**src/rtl/uart_pkg.sv**
```systemverilog
// Shared UART definitions: transmitter state encoding, frame constants and parity helper.
package uart_pkg;

    typedef enum logic [2:0] {
        IDLE,
        FETCH,
        LOAD,
        START,
        DATA,
        PARITY,
        STOP
    } tx_state_t;

    localparam int   UART_DATA_BITS  = 8;
    localparam logic UART_IDLE_LEVEL = 1'b1;

    // Even parity when odd = 0; setting odd inverts it.
    function automatic logic frame_parity(input logic [UART_DATA_BITS-1:0] data, input logic odd);
        return (^data) ^ odd;
    endfunction

endpackage

```
**src/rtl/uart_baud_cnt.sv**
```systemverilog
// Bit-period timer: counts 0..CLKS_PER_BIT-1 and flags the last SYSCLK cycle of each bit.
module uart_baud_cnt #(
    parameter int CLKS_PER_BIT = 434
) (
    input  logic SYSCLK,
    input  logic RST_B,
    input  logic clr,
    output logic bit_end
);

    localparam int CNT_W = (CLKS_PER_BIT > 1) ? $clog2(CLKS_PER_BIT) : 1;
    localparam logic [CNT_W-1:0] CNT_LAST = CNT_W'(CLKS_PER_BIT - 1);

    logic [CNT_W-1:0] cnt_reg;

    always_ff @(posedge SYSCLK) begin
        if (!RST_B || clr) begin
            cnt_reg <= '0;
        end else if (cnt_reg == CNT_LAST) begin
            cnt_reg <= '0;
        end else begin
            cnt_reg <= cnt_reg + 1'b1;
        end
    end

    assign bit_end = (cnt_reg == CNT_LAST);

endmodule

```
**src/rtl/fifo_uart_tx.sv**
```systemverilog
// FIFO-fed UART transmitter: pops bytes from a registered-read FIFO and sends 8-N-1 frames
// (optional parity) on TXD, LSB first.
module fifo_uart_tx
    import uart_pkg::*;
#(
    parameter int CLKS_PER_BIT = 434,
    parameter bit PARITY_EN    = 1'b0,
    parameter bit PARITY_ODD   = 1'b0
) (
    input  logic       SYSCLK,
    input  logic       RST_B,
    input  logic       TX_EN,
    input  logic       FIFO_EMPTY,
    input  logic [7:0] FIFO_DATA,
    output logic       FIFO_RD_EN,
    output logic       TXD,
    output logic       BUSY,
    output logic       TX_DONE
);

    tx_state_t                 state_reg;
    logic [UART_DATA_BITS-1:0] shift_reg;
    logic                      parity_reg;
    logic [2:0]                bit_idx_reg;
    logic                      bit_end;
    logic                      baud_clr;
    logic                      fetch_ok;

    // Hold the timer at zero outside the serial bits so START always gets a full period.
    assign baud_clr = (state_reg == IDLE) || (state_reg == FETCH) || (state_reg == LOAD);
    assign fetch_ok = TX_EN && !FIFO_EMPTY;

    uart_baud_cnt #(
        .CLKS_PER_BIT (CLKS_PER_BIT)
    ) u_baud_cnt (
        .SYSCLK  (SYSCLK),
        .RST_B   (RST_B),
        .clr     (baud_clr),
        .bit_end (bit_end)
    );

    always_ff @(posedge SYSCLK) begin
        if (!RST_B) begin
            state_reg   <= IDLE;
            TXD         <= UART_IDLE_LEVEL;
            FIFO_RD_EN  <= 1'b0;
            BUSY        <= 1'b0;
            TX_DONE     <= 1'b0;
            shift_reg   <= '0;
            parity_reg  <= 1'b0;
            bit_idx_reg <= '0;
        end else begin
            FIFO_RD_EN <= 1'b0;
            TX_DONE    <= 1'b0;
            case (state_reg)
                IDLE: begin
                    TXD <= UART_IDLE_LEVEL;
                    if (fetch_ok) begin
                        FIFO_RD_EN <= 1'b1;
                        BUSY       <= 1'b1;
                        state_reg  <= FETCH;
                    end
                end
                // FIFO_EMPTY is stale here: the FIFO only updates it after the pop.
                FETCH: begin
                    state_reg <= LOAD;
                end
                LOAD: begin
                    shift_reg   <= FIFO_DATA;
                    parity_reg  <= frame_parity(FIFO_DATA, PARITY_ODD);
                    TXD         <= 1'b0;
                    bit_idx_reg <= '0;
                    state_reg   <= START;
                end
                START: begin
                    if (bit_end) begin
                        TXD         <= shift_reg[0];
                        shift_reg   <= shift_reg >> 1;
                        bit_idx_reg <= '0;
                        state_reg   <= DATA;
                    end
                end
                DATA: begin
                    if (bit_end) begin
                        if (bit_idx_reg == 3'(UART_DATA_BITS - 1)) begin
                            if (PARITY_EN) begin
                                TXD       <= parity_reg;
                                state_reg <= PARITY;
                            end else begin
                                TXD       <= UART_IDLE_LEVEL;
                                state_reg <= STOP;
                            end
                        end else begin
                            TXD         <= shift_reg[0];
                            shift_reg   <= shift_reg >> 1;
                            bit_idx_reg <= bit_idx_reg + 3'd1;
                        end
                    end
                end
                PARITY: begin
                    if (bit_end) begin
                        TXD       <= UART_IDLE_LEVEL;
                        state_reg <= STOP;
                    end
                end
                // Chaining straight into FETCH keeps BUSY high and adds only FETCH+LOAD to the stop bit.
                STOP: begin
                    if (bit_end) begin
                        TX_DONE <= 1'b1;
                        if (fetch_ok) begin
                            FIFO_RD_EN <= 1'b1;
                            state_reg  <= FETCH;
                        end else begin
                            BUSY      <= 1'b0;
                            state_reg <= IDLE;
                        end
                    end
                end
                default: begin
                    TXD       <= UART_IDLE_LEVEL;
                    BUSY      <= 1'b0;
                    state_reg <= IDLE;
                end
            endcase
        end
    end

endmodule

```
**config.mk**
```make
export PLATFORM = sky130hd
export DESIGN_NAME = fifo_uart_tx
export DESIGN_NICKNAME = d
export VERILOG_FILES = /design/src/rtl/uart_pkg.sv /design/src/rtl/uart_baud_cnt.sv /design/src/rtl/fifo_uart_tx.sv
export SDC_FILE = /design/constraint.sdc
export NUM_CORES = 1
export LEC_CHECK = 0
export CAP_MARGIN = 10
export CORE_UTILIZATION = 49
export DETAILED_ROUTE_END_ITERATION = 10
export GPL_TIMING_DRIVEN = 0
export PLACE_DENSITY = 0.82
export REMOVE_ABC_BUFFERS = 1
export SYNTH_ARGS = -nofsm -noshare
export SYNTH_HDL_FRONTEND = slang
export SYNTH_SLANG_ARGS = --single-unit
```
**constraint.sdc**
```tcl
create_clock -name SYSCLK -period 3.15 [get_ports SYSCLK]
set_clock_uncertainty 0.05 [all_clocks]
set_input_delay 0.4725 -clock SYSCLK [delete_from_list [all_inputs] [get_ports SYSCLK]]
set_output_delay 0.4725 -clock SYSCLK [all_outputs]
set_load 0.02 [all_outputs]
```
==> run metrics, run 1 <==
Hold-fix buffers, CTS 0; Clock H-tree levels 1; placed cell area 1650 um2; IO Pins 16; Cells after Synth 177; final worst slack approximately 1.0 ns; initial antenna violation count 0; mux cell area share after synthesis 0.06645; Die ar. 3300 um2; post-synthesis simple-gate area fraction 0.2699; most common cell after layout, fill and taps aside dfxtp_1; total congestion overflow 0; Antenna diodes 0; syn avg cell area 8.511 um2; crit path max fanout 25; core area 2829 um2; number of vias per cell 5.866; layout cells sized above 1 0.04301; outcome finished, violations left; Final Util 0.5949; hpwl dp about 2000 um; pre-CTS setup slack 0.6730 ns; # fillers 248; CTS Sinks 27; CP arrival between 2 and 2.5 ns; Die X 57.45 um; post_cts resized 0; maximum clock frequency 0.4724 GHz; CTS Buf Count 3; Starting Density 0.5325; Clock Latency Late Sink 0.33 ns; pwr dens 343.1 nW/um2; clock root cell clkbuf_4; Critical R2R Capture shift_reg[2]$_SDFFE_PN0P_; final period utilization 0.6720; Leak 0.6293 nW; Non-Filler Instances 217; Final nets 203; Max-Cap Viols 0; First DRT Iteration DRCs 42; largest net degree at the start of global routing 26; post-synthesis cell area 1506 um2; Hold Fails Final Rpt 0; max-slew violation count 0; max reg flops 9; CTS tree built; area of the multi-input gates 905.9 um2; post-route ant nets 0; Setup CP Type primary input to register; Critical R2R Launch state_reg[2]$_SDFFE_PN0P_; Setup violations, final 0; worst setup path startpoint RST_B; sequential cell area between 500 and 600 um2; DR WL/cell 13.30 um; Syn-to-layout area delta 11.71%; post-route cell area 1683 um2; placed cells 212; CP required approximately 3.3 ns; register area share after synthesis 0.3588; VDD IR max 0.1518 mV; DRT Pass-1 Iters 7; Post-Synth XOR/XNOR Area 0.04070; Slew @ Worst Pin around 0.75 ns; Hold Crit Class register to register; Routability Congestion about 0.82; GRT Overall Usage 0.1920; main combinational cell family by area after synthesis simple AND/OR/NAND/NOR gates; Distinct cells, synth 41; min Tclk post-route 2.117 ns; RSZ-0062 raised after global routing no; setup bufs post-CTS 0; Reg2Reg Depth 4; setup TNS 0 ns; die height 57.45 um; Synth Area in Compound Gates 0.1910; row count 19; Setup crit end kind register; DRC violations left 1; yosys synthesis warning count 0; first-pass GRT wire length between 5000 and 6000 um; Rel. slew slack 0.4974; post-synthesis adder-cell area fraction 0.03322; failing checks design-rule violations; Worst setup SP type primary input; most frequent cells in the layout dfxtp_1 (27), nor2_1 (17), nand2_1 (15), clkdlybuf4s50_1 (15), and3_1 (12); buffers added on ports 15; vias in the first global route 1200; Clock Pin Slew Worst Setup and Hold Paths 0.15 ns; via count 1273; Synth Register Bits 27; Worst setup endpoint TXD$_SDFFE_PN1P_; r2r setup slk 1.06 ns; maximum root-to-sink buffer count 2; final WL ~2900 um
-- kinds of logic (layout without fill, tap and decap cells) --
family | after synthesis | count (layout)
muxes | 10 | 10
xor gates and xnor gates | 7 | 7
DFF | 27 | 27
buffers and inverters | 15 | 24
and+or+nand+nor | 72 | 72
AOI/OAI and AO/OA | 42 | 42
adders and majority gates | 4 | 4
-- worst max-delay path, stage by stage --
cell and delay [ns]:
clkdlybuf4s50_1 0.96, inv_1 0.32, o311ai_0 0.39, o31ai_1 0.13
-- power breakdown --
part,switching [W],internal (W)
Sequential,0.0000101,0.000349
Combinational,0.0000303,0.0000348
Clock,0.000106,0.0000476
-- cell usage after synthesis --
cell / n / area share
o21a_1: 4 / 0.020
nand4_1: 1 / 0.0042
or3b_1: 1 / 0.0058
inv_1: 4 / 0.010
and2_1: 1 / 0.0042
nand3b_1: 1 / 0.0050
or4b_4: 1 / 0.0091
nand2b_1: 2 / 0.0083
nor2_1: 17 / 0.042
nor4bb_1: 1 / 0.0066
o21ai_0: 11 / 0.037
a211oi_1: 2 / 0.010
nor4_1: 2 / 0.0083
nor2_4: 1 / 0.0075
and4_1: 1 / 0.0058
or4_1: 1 / 0.0050
o31ai_1: 1 / 0.0050
a21oi_1: 7 / 0.023
nor3b_1: 5 / 0.025
nor2b_1: 1 / 0.0042
a311oi_1: 1 / 0.0058
o311ai_0: 2 / 0.012
mux2i_1: 10 / 0.066
and4b_1: 1 / 0.0066
a31oi_1: 3 / 0.012
a2111o_1: 1 / 0.0075
nand2_1: 15 / 0.037
dfxtp_1: 27 / 0.36
clkbuf_1: 8 / 0.020
o31a_1: 1 / 0.0058
nand3_1: 4 / 0.013
or3_1: 2 / 0.0083
xor2_1: 2 / 0.012
xnor2_1: 5 / 0.029
nand4b_1: 1 / 0.0058
a21boi_0: 8 / 0.040
ha_1: 4 / 0.033
a211oi_4: 1 / 0.013
nand4bb_1: 1 / 0.0075
buf_2: 3 / 0.010
and3_1: 12 / 0.050
-- per-stage QoR --
stage | hold WS, ns | power (W)
CTS | 0.4255 | 0.0005813
global placement | 0.3906 | 0.0004281
floorplan | 0.3795 | 0.0003997
global route | 0.4496 | 0.0005994
detailed placement | 0.4077 | 0.0004318
finish | 0.4177 | 0.0005774
-- layout make-up --
| cell class | instances | area share |
|---|---|---|
| flip-flops and latches | 27 | 0.3212 |
| well taps | 31 | 0.02305 |
| repair buffers | 16 | 0.09219 |
| clock buffers | 3 | 0.01338 |
| inverters | 4 | 0.008922 |
| multi-input cells | 135 | 0.5383 |
| clock inverters | 1 | 0.002974 |
-- how the worst min path moves through the flow --
| stage | to | depth (start not counted) | startpoint | slack [ns] |
|---|---|---|---|---|
| after detailed placement | shift_reg[3]$_SDFFE_PN0P_ | 2 | shift_reg[3]$_SDFFE_PN0P_ | 0.41 |
| final | shift_reg[4]$_SDFFE_PN0P_ | 2 | shift_reg[4]$_SDFFE_PN0P_ | 0.42 |
| after CTS | shift_reg[4]$_SDFFE_PN0P_ | 2 | shift_reg[4]$_SDFFE_PN0P_ | 0.43 |
| after global placement | shift_reg[2]$_SDFFE_PN0P_ | 2 | shift_reg[2]$_SDFFE_PN0P_ | 0.39 |
| after floorplan | u_baud_cnt.cnt_reg[0]$_SDFF_PP0_ | 1 | u_baud_cnt.cnt_reg[0]$_SDFF_PP0_ | 0.38 |
| after global routing | bit_idx_reg[1]$_SDFFE_PN0P_ | 2 | bit_idx_reg[1]$_SDFFE_PN0P_ | 0.45 |
-- layer usage --
layer,share of wire,up-vias,track usage
li1,-,656,-
met2,0.50,17,0.3389
met3,0.026,2,0.02268
met5,0,-,0
met1,0.47,598,0.2394
met4,0.0055,0,0.06969
(Power assumes the default switching activity.)
==> run 2, diff against run 1 <==
PLACE_DENSITY = 0.84   (was 0.82)
clock period = 1.9 ns   (was 3.15 ns; I/O delays follow)
==> run 2 against run 1 <==
Net effect: the run ends with design-rule violations, negative setup slack left; power up 65%; critical path depth grew 3; count of clock-buffer cells in the layout up 1; sequential share of layout area is 1.9 points lower; flip-flop and latch count is the same; sequential power rose by 66%; register-to-register slack got worse by 1.1 ns; first-iteration DRC count shrank 24%; via count up 4.9%; clock power rose by 62%.
==> run metrics, run 2 (same netlist as run 1, synthesis figures left out) <==
post-route ant nets 0 (unchanged); VDD IR max 0.3003 mV (was 0.1518 mV); DRT Pass-1 Iters 7 (unchanged); Switching Share 0.2459 (was 0.2528); r2r setup slk -0.03 ns (was 1.06 ns); maximum root-to-sink buffer count 2 (unchanged); Setup crit end kind register (unchanged); Clock Pin Slew Worst Setup and Hold Paths 0.14 ns (was 0.15 ns); largest net degree at the start of global routing 26 (unchanged); max reg flops 9 (unchanged); Routability Congestion 0.8388 (was 0.8186); layout cells sized above 1 0.1237 (was 0.04301); Flop pwr share 0.625 (was 0.622); Hold Crit Class register to register (unchanged); CP required 2.08 ns (was 3.32 ns); DRC violations left 3 (was 1); Clock H-tree levels 1 (unchanged); via count 1335 (was 1273); final WL 3082 um (was 2887 um); Clock Power Share 0.260 (was 0.265); Die ar. 3300 um2 (unchanged); row count 19 (unchanged); Int Power 0.0007201 W (was 0.0004314 W); buffers added on ports 15 (unchanged); maximum clock frequency 0.5195 GHz; min Tclk post-route 1.925 ns; Pwr Total 0.0009549 W (was 0.0005774 W); hpwl dp 1964 um (was 2034 um); Clock Latency Late Sink 0.33 ns (about the same); total congestion overflow 0 (unchanged); max-slew violation count 0 (unchanged); vias in the first global route 1186 (was 1200); core area 2829 um2 (unchanged); Comb power frac 0.116 (was 0.113); switching power 0.0002348 W (was 0.0001460 W); Slowest-stage cell, CP or4b_4 (was clkdlybuf4s50_1); Antenna diodes 0 (unchanged); most frequent cells in the layout dfxtp_1 (23), nor2_1 (17), nand2_1 (15) (was dfxtp_1 (27), nor2_1 (17), nand2_1 (15), clkdlybuf4s50_1 (15), and3_1 (12)); IO Pins 16 (unchanged); CTS Sinks 27 (unchanged); clock root cell clkbuf_4 (unchanged); first-pass GRT wire length 5257 um (was 5085 um); Setup violations, final 10 (was 0); final worst slack -0.02505 ns (was 1.033 ns); Starting Density 0.5325 (unchanged); pwr dens 528.2 nW/um2 (was 343.1 nW/um2); number of vias per cell 5.933 (was 5.866); outcome finished, violations left (unchanged); Hold-fix buffers, CTS 0 (unchanged); CP bufs+invs 1 (was 2); die height 57.45 um (unchanged); final period utilization 1.013; DR WL/cell 13.70 um (was 13.30 um); RSZ-0062 raised after global routing yes (was no); cells along the critical path ha_4 > ha_4 > or4b_4 > a211oi_4 > buf_4 > nor2_4 > mux2i_1 (was clkdlybuf4s50_1 > inv_1 > o311ai_0 > o31ai_1); initial antenna violation count 0 (unchanged); Max-Cap Viols 0 (unchanged); most common cell after layout, fill and taps aside dfxtp_1 (unchanged); Setup CP Type register to register (was primary input to register); crit path max fanout 5 (was 25); slowest stage delay, CP 0.49 ns (was 0.96 ns); CTS Buf Count 3 (unchanged); Hold Fails Final Rpt 0 (unchanged); Leak 0.6669 nW (was 0.6293 nW); CTS tree built (unchanged); Die X 57.45 um (unchanged); Slew @ Worst Pin 0.7612 ns (was 0.7515 ns); Worst setup SP type register (was primary input); cell family with most CP delay simple AND/OR/NAND/NOR gates (was buffers and inverters); cell repeated most along the worst path ha_4; failing checks design-rule violations, negative setup slack (was design-rule violations); CP arrival 2.10 ns (was 2.28 ns); First DRT Iteration DRCs 32 (was 42); Fin Hold WS 0.4264 ns (was 0.4177 ns); GRT Overall Usage 0.2063 (was 0.1920); Rel. slew slack 0.4926 (was 0.4974); Final nets 211 (was 203); Syn-to-layout area delta 20.02% (was 11.71%)
[run 2: changes by cell type in the layout (fill, tap and decap cells not counted), sizes merged]
cell	before	now
clkdlybuf4s50	15	14
buf	0	8
clkinv	1	0
nor2	18	19
dlygate4sd2	0	1
[run 2: through the flow]
| step | util | instance area [um2] | setup TNS (ns) | cells | setup slack (ns) |
|---|---|---|---|---|---|
| final | 0.6391 | 1808 | -0.1552 | 225 | -0.02505 |
| after detailed placement | 0.5834 | 1650 | -5.719 | 212 | -0.4205 |
| after global routing | 0.6391 | 1808 | -0.6846 | 225 | -0.08076 |
| after floorplan | - | 1461 | -0.2284 | 166 | -0.03784 |
| after CTS | 0.6329 | 1790 | -0.04653 | 223 | -0.01255 |
| after global placement | 0.5834 | 1650 | -4.601 | 212 | -0.3627 |
[run 2: routing by layer]
| metal | vias to the layer above | global-route usage | wire, um |
|---|---|---|---|
| met4 | 0 | 0.1185 | 63 |
| met1 | 623 | 0.2616 | 1434 |
| met2 | 35 | 0.3355 | 1484 |
| met5 | - | 0 | 0 |
| met3 | 5 | 0.02721 | 98 |
| li1 | 672 | - | - |
[run 2: what timing repair did]
action	in CTS	in global routing
resized for setup	14	3
setup buffers	6	2
endpoints found under the setup margin	27	13
pin swaps	4	2
gates cloned	1	0
[run 2: final cells by class]
type                       instances  area, um2
fill                             221       1021
multi-input combinational        136      969.7
sequential                        27      545.5
timing repair buffer              23      212.7
tap                               31      38.79
clock buffer                       4      26.28
inverter                           4      15.01
[run 2: worst paths after layout]
check                         startpoint                        end  cells past startpoint
min reg2reg    shift_reg[3]$_SDFFE_PN0P_  shift_reg[3]$_SDFFE_PN0P_                      2
max reg2reg  bit_idx_reg[0]$_SDFFE_PN0P_  shift_reg[1]$_SDFFE_PN0P_                      7
max          bit_idx_reg[0]$_SDFFE_PN0P_  shift_reg[1]$_SDFFE_PN0P_                      7
min            shift_reg[3]$_SDFFE_PN0P_  shift_reg[3]$_SDFFE_PN0P_                      2
[run 2: power by group through the flow]
stage	logic [W]	registers, W	clock network, W
after global placement	0.000104	0.000607	0
after floorplan	0.0000525	0.000610	0
after CTS	0.000110	0.000596	0.000250
after global routing	0.000121	0.000600	0.000280
final	0.000111	0.000596	0.000248
after detailed placement	0.000107	0.000608	0
[run 2: worst min-delay path: stages, from the launching register on]
cell     delay [ns]
dfxtp_1        0.34
nand2_1        0.05
mux2i_1        0.06
==> run 3, diff against run 2 <==
PLACE_DENSITY = 0.82   (was 0.84)
clock period = 1.8 ns   (was 1.9 ns; I/O delays follow)
==> run 3 against run 2 <==
Net effect: the flow still finishes with violations (design-rule violations, negative setup slack); wire length rose by 5.5%; power rose by 6.4%; clock power rose by 8.5%; critical path type unchanged; largest power group unchanged; flip-flop and latch count did not move; register-to-register slack got worse by 0.10 ns; worst hold slack got worse by 0.032 ns; core utilization rose by 0.53 points; non-clock buffer count did not move; global-route usage rose by 0.13 points; critical path depth did not move.
==> run metrics, run 3 (same netlist as run 1, synthesis figures left out) <==
final period utilization 1.072 (was 1.013); Comb power frac 0.116 (about the same); CP arrival 2.13 ns (was 2.10 ns); DRT Pass-1 Iters 7 (unchanged); Max-Cap Viols 0 (unchanged); most frequent cells in the layout dfxtp_1 (20), nor2_1 (17), nand2_1 (14), clkdlybuf4s50_1 (14), and3_1 (12) (was dfxtp_1 (23), nor2_1 (17), nand2_1 (15)); maximum root-to-sink buffer count 2 (unchanged); IO Pins 16 (unchanged); Final nets 211 (unchanged); First DRT Iteration DRCs 46 (was 32); CTS tree built (unchanged); final WL 3252 um (was 3082 um); CP required 2.00 ns (was 2.08 ns); most common cell after layout, fill and taps aside dfxtp_1 (unchanged); cell repeated most along the worst path ha_4 (unchanged); Hold Crit Class register to register (unchanged); Syn-to-layout area delta 21.01% (was 20.02%); pwr dens 557.1 nW/um2 (was 528.2 nW/um2); GRT Overall Usage 0.2076 (was 0.2063); outcome finished, violations left (unchanged); row count 19 (unchanged); Switching Share 0.2567 (was 0.2459); Rel. slew slack 0.4960 (was 0.4926); largest net degree at the start of global routing 26 (unchanged); Clock Power Share 0.264 (was 0.260); post-route ant nets 0 (unchanged); buffers added on ports 15 (unchanged); # fillers 228 (was 221); VDD IR max 0.2968 mV (was 0.3003 mV); hpwl dp 2034 um (was 1964 um); Die ar. 3300 um2 (unchanged); Clock Latency Late Sink 0.32 ns (was 0.33 ns); layout cells sized above 1 0.1546 (was 0.1237); crit path max fanout 5 (unchanged); final worst slack -0.1287 ns (was -0.02505 ns); Antenna diodes 0 (unchanged); Clock H-tree levels 1 (unchanged); die height 57.45 um (unchanged); Setup CP Type register to register (unchanged); RSZ-0062 raised after global routing yes (unchanged); Slowest-stage cell, CP or4b_4 (unchanged); Fin Hold WS 0.3945 ns (was 0.4264 ns); Leak 0.6796 nW (was 0.6669 nW); first-pass GRT wire length 5423 um (was 5257 um); cells along the critical path ha_4 > ha_4 > or4b_4 > a211oi_4 > buf_6 > nor2_4 > mux2i_1 (was ha_4 > ha_4 > or4b_4 > a211oi_4 > buf_4 > nor2_4 > mux2i_1); Final Util 0.6444 (was 0.6391); CTS Sinks 27 (unchanged); Slew @ Worst Pin 0.7561 ns (was 0.7612 ns); post-route cell area 1823 um2 (was 1808 um2); number of vias per cell 6.004 (was 5.933); DRC violations left 1 (was 3); maximum clock frequency 0.5185 GHz (was 0.5195 GHz); switching power 0.0002607 W (was 0.0002348 W); Int Power 0.0007549 W (was 0.0007201 W); Hold Fails Final Rpt 0 (unchanged); Setup crit end kind register (unchanged); via count 1351 (was 1335); DR WL/cell 14.45 um (was 13.70 um); placed cell area 1650 um2 (unchanged); clock root cell clkbuf_4 (unchanged); vias in the first global route 1247 (was 1186); max-slew violation count 0 (unchanged); Starting Density 0.5325 (unchanged); Worst setup SP type register (unchanged); Non-Filler Instances 225 (unchanged); Setup violations, final 11 (was 10); core area 2829 um2 (unchanged); cell family with most CP delay simple AND/OR/NAND/NOR gates (unchanged); CTS Buf Count 3 (unchanged); Routability Congestion 0.8186 (was 0.8388); Clock Pin Slew Worst Setup and Hold Paths 0.15 ns (was 0.14 ns); placed cells 212 (unchanged); min Tclk post-route 1.929 ns (was 1.925 ns); total congestion overflow 0 (unchanged); Hold-fix buffers, CTS 0 (unchanged); failing checks design-rule violations, negative setup slack (unchanged); r2r setup slk -0.13 ns (was -0.03 ns); Flop pwr share 0.620 (was 0.625); slowest stage delay, CP 0.50 ns (was 0.49 ns); Die X 57.45 um (unchanged); max reg flops 9 (unchanged); setup TNS -1.179 ns (was -0.1552 ns); initial antenna violation count 0 (unchanged); CP bufs+invs 1 (unchanged)
run 3: changes by cell type in the layout (fill, tap and decap cells not counted), sizes merged:
cell / previous run / this run
clkbuf: 4 / 3
clkinv: 0 / 1
run 3: what timing repair did:
| action | CTS | global route |
|---|---|---|
| pin swaps | 2 | 2 |
| gates cloned | 1 | 0 |
| resized for setup | 18 | 5 |
| setup buffers | 3 | 5 |
| setup endpoints to repair | 27 | 14 |
| endpoints found under the hold margin | 0 | 0 |
run 3: through the flow:
| stage | power (W) | setup slack, ns |
|---|---|---|
| floorplan | 0.0006994 | -0.1378 |
| global placement | 0.0007492 | -0.4991 |
| detailed placement | 0.0007557 | -0.5079 |
| CTS | 0.001020 | -0.09167 |
| global route | 0.001053 | -0.1602 |
| finish | 0.001016 | -0.1287 |
run 3: final cells by class:
class | instances | area [um2] | share of cell area
Timing Repair Buffer | 23 | 212.7 | 0.1167
Clock buffer | 3 | 22.52 | 0.01235
Multi-Input combinational cell | 136 | 977.2 | 0.5360
Inverter | 4 | 15.01 | 0.008236
Clock inverter | 1 | 5.005 | 0.002745
Sequential cell | 27 | 551.8 | 0.3027
Tap cell | 31 | 38.79 | 0.02128
run 3: worst paths after layout:
kind / start / end / cells past startpoint
max: bit_idx_reg[0]$_SDFFE_PN0P_ / bit_idx_reg[1]$_SDFFE_PN0P_ / 7
min: u_baud_cnt.cnt_reg[0]$_SDFF_PP0_ / u_baud_cnt.cnt_reg[0]$_SDFF_PP0_ / 1
max reg2reg: bit_idx_reg[0]$_SDFFE_PN0P_ / bit_idx_reg[1]$_SDFFE_PN0P_ / 7
min reg2reg: u_baud_cnt.cnt_reg[0]$_SDFF_PP0_ / u_baud_cnt.cnt_reg[0]$_SDFF_PP0_ / 1
run 3: power by group through the flow:
stage	clock network (W)	registers, W	logic, W
5_1_grt	0.000293	0.000633	0.000128
6_report	0.000269	0.000630	0.000117
3_5_place_dp	0	0.000642	0.000114
2_1_floorplan	0	0.000644	0.0000554
3_3_place_gp	0	0.000640	0.000109
4_1_cts	0.000274	0.000631	0.000116
run 3: metal layers:
| metal | vias to the layer above | global-route usage | wire, um |
|---|---|---|---|
| met3 | 4 | 0.02268 | 164 |
| met4 | 0 | 0.06969 | 27 |
| met1 | 634 | 0.2730 | 1432 |
| met2 | 39 | 0.3538 | 1627 |
| met5 | - | 0 | 0 |
| li1 | 674 | - | - |
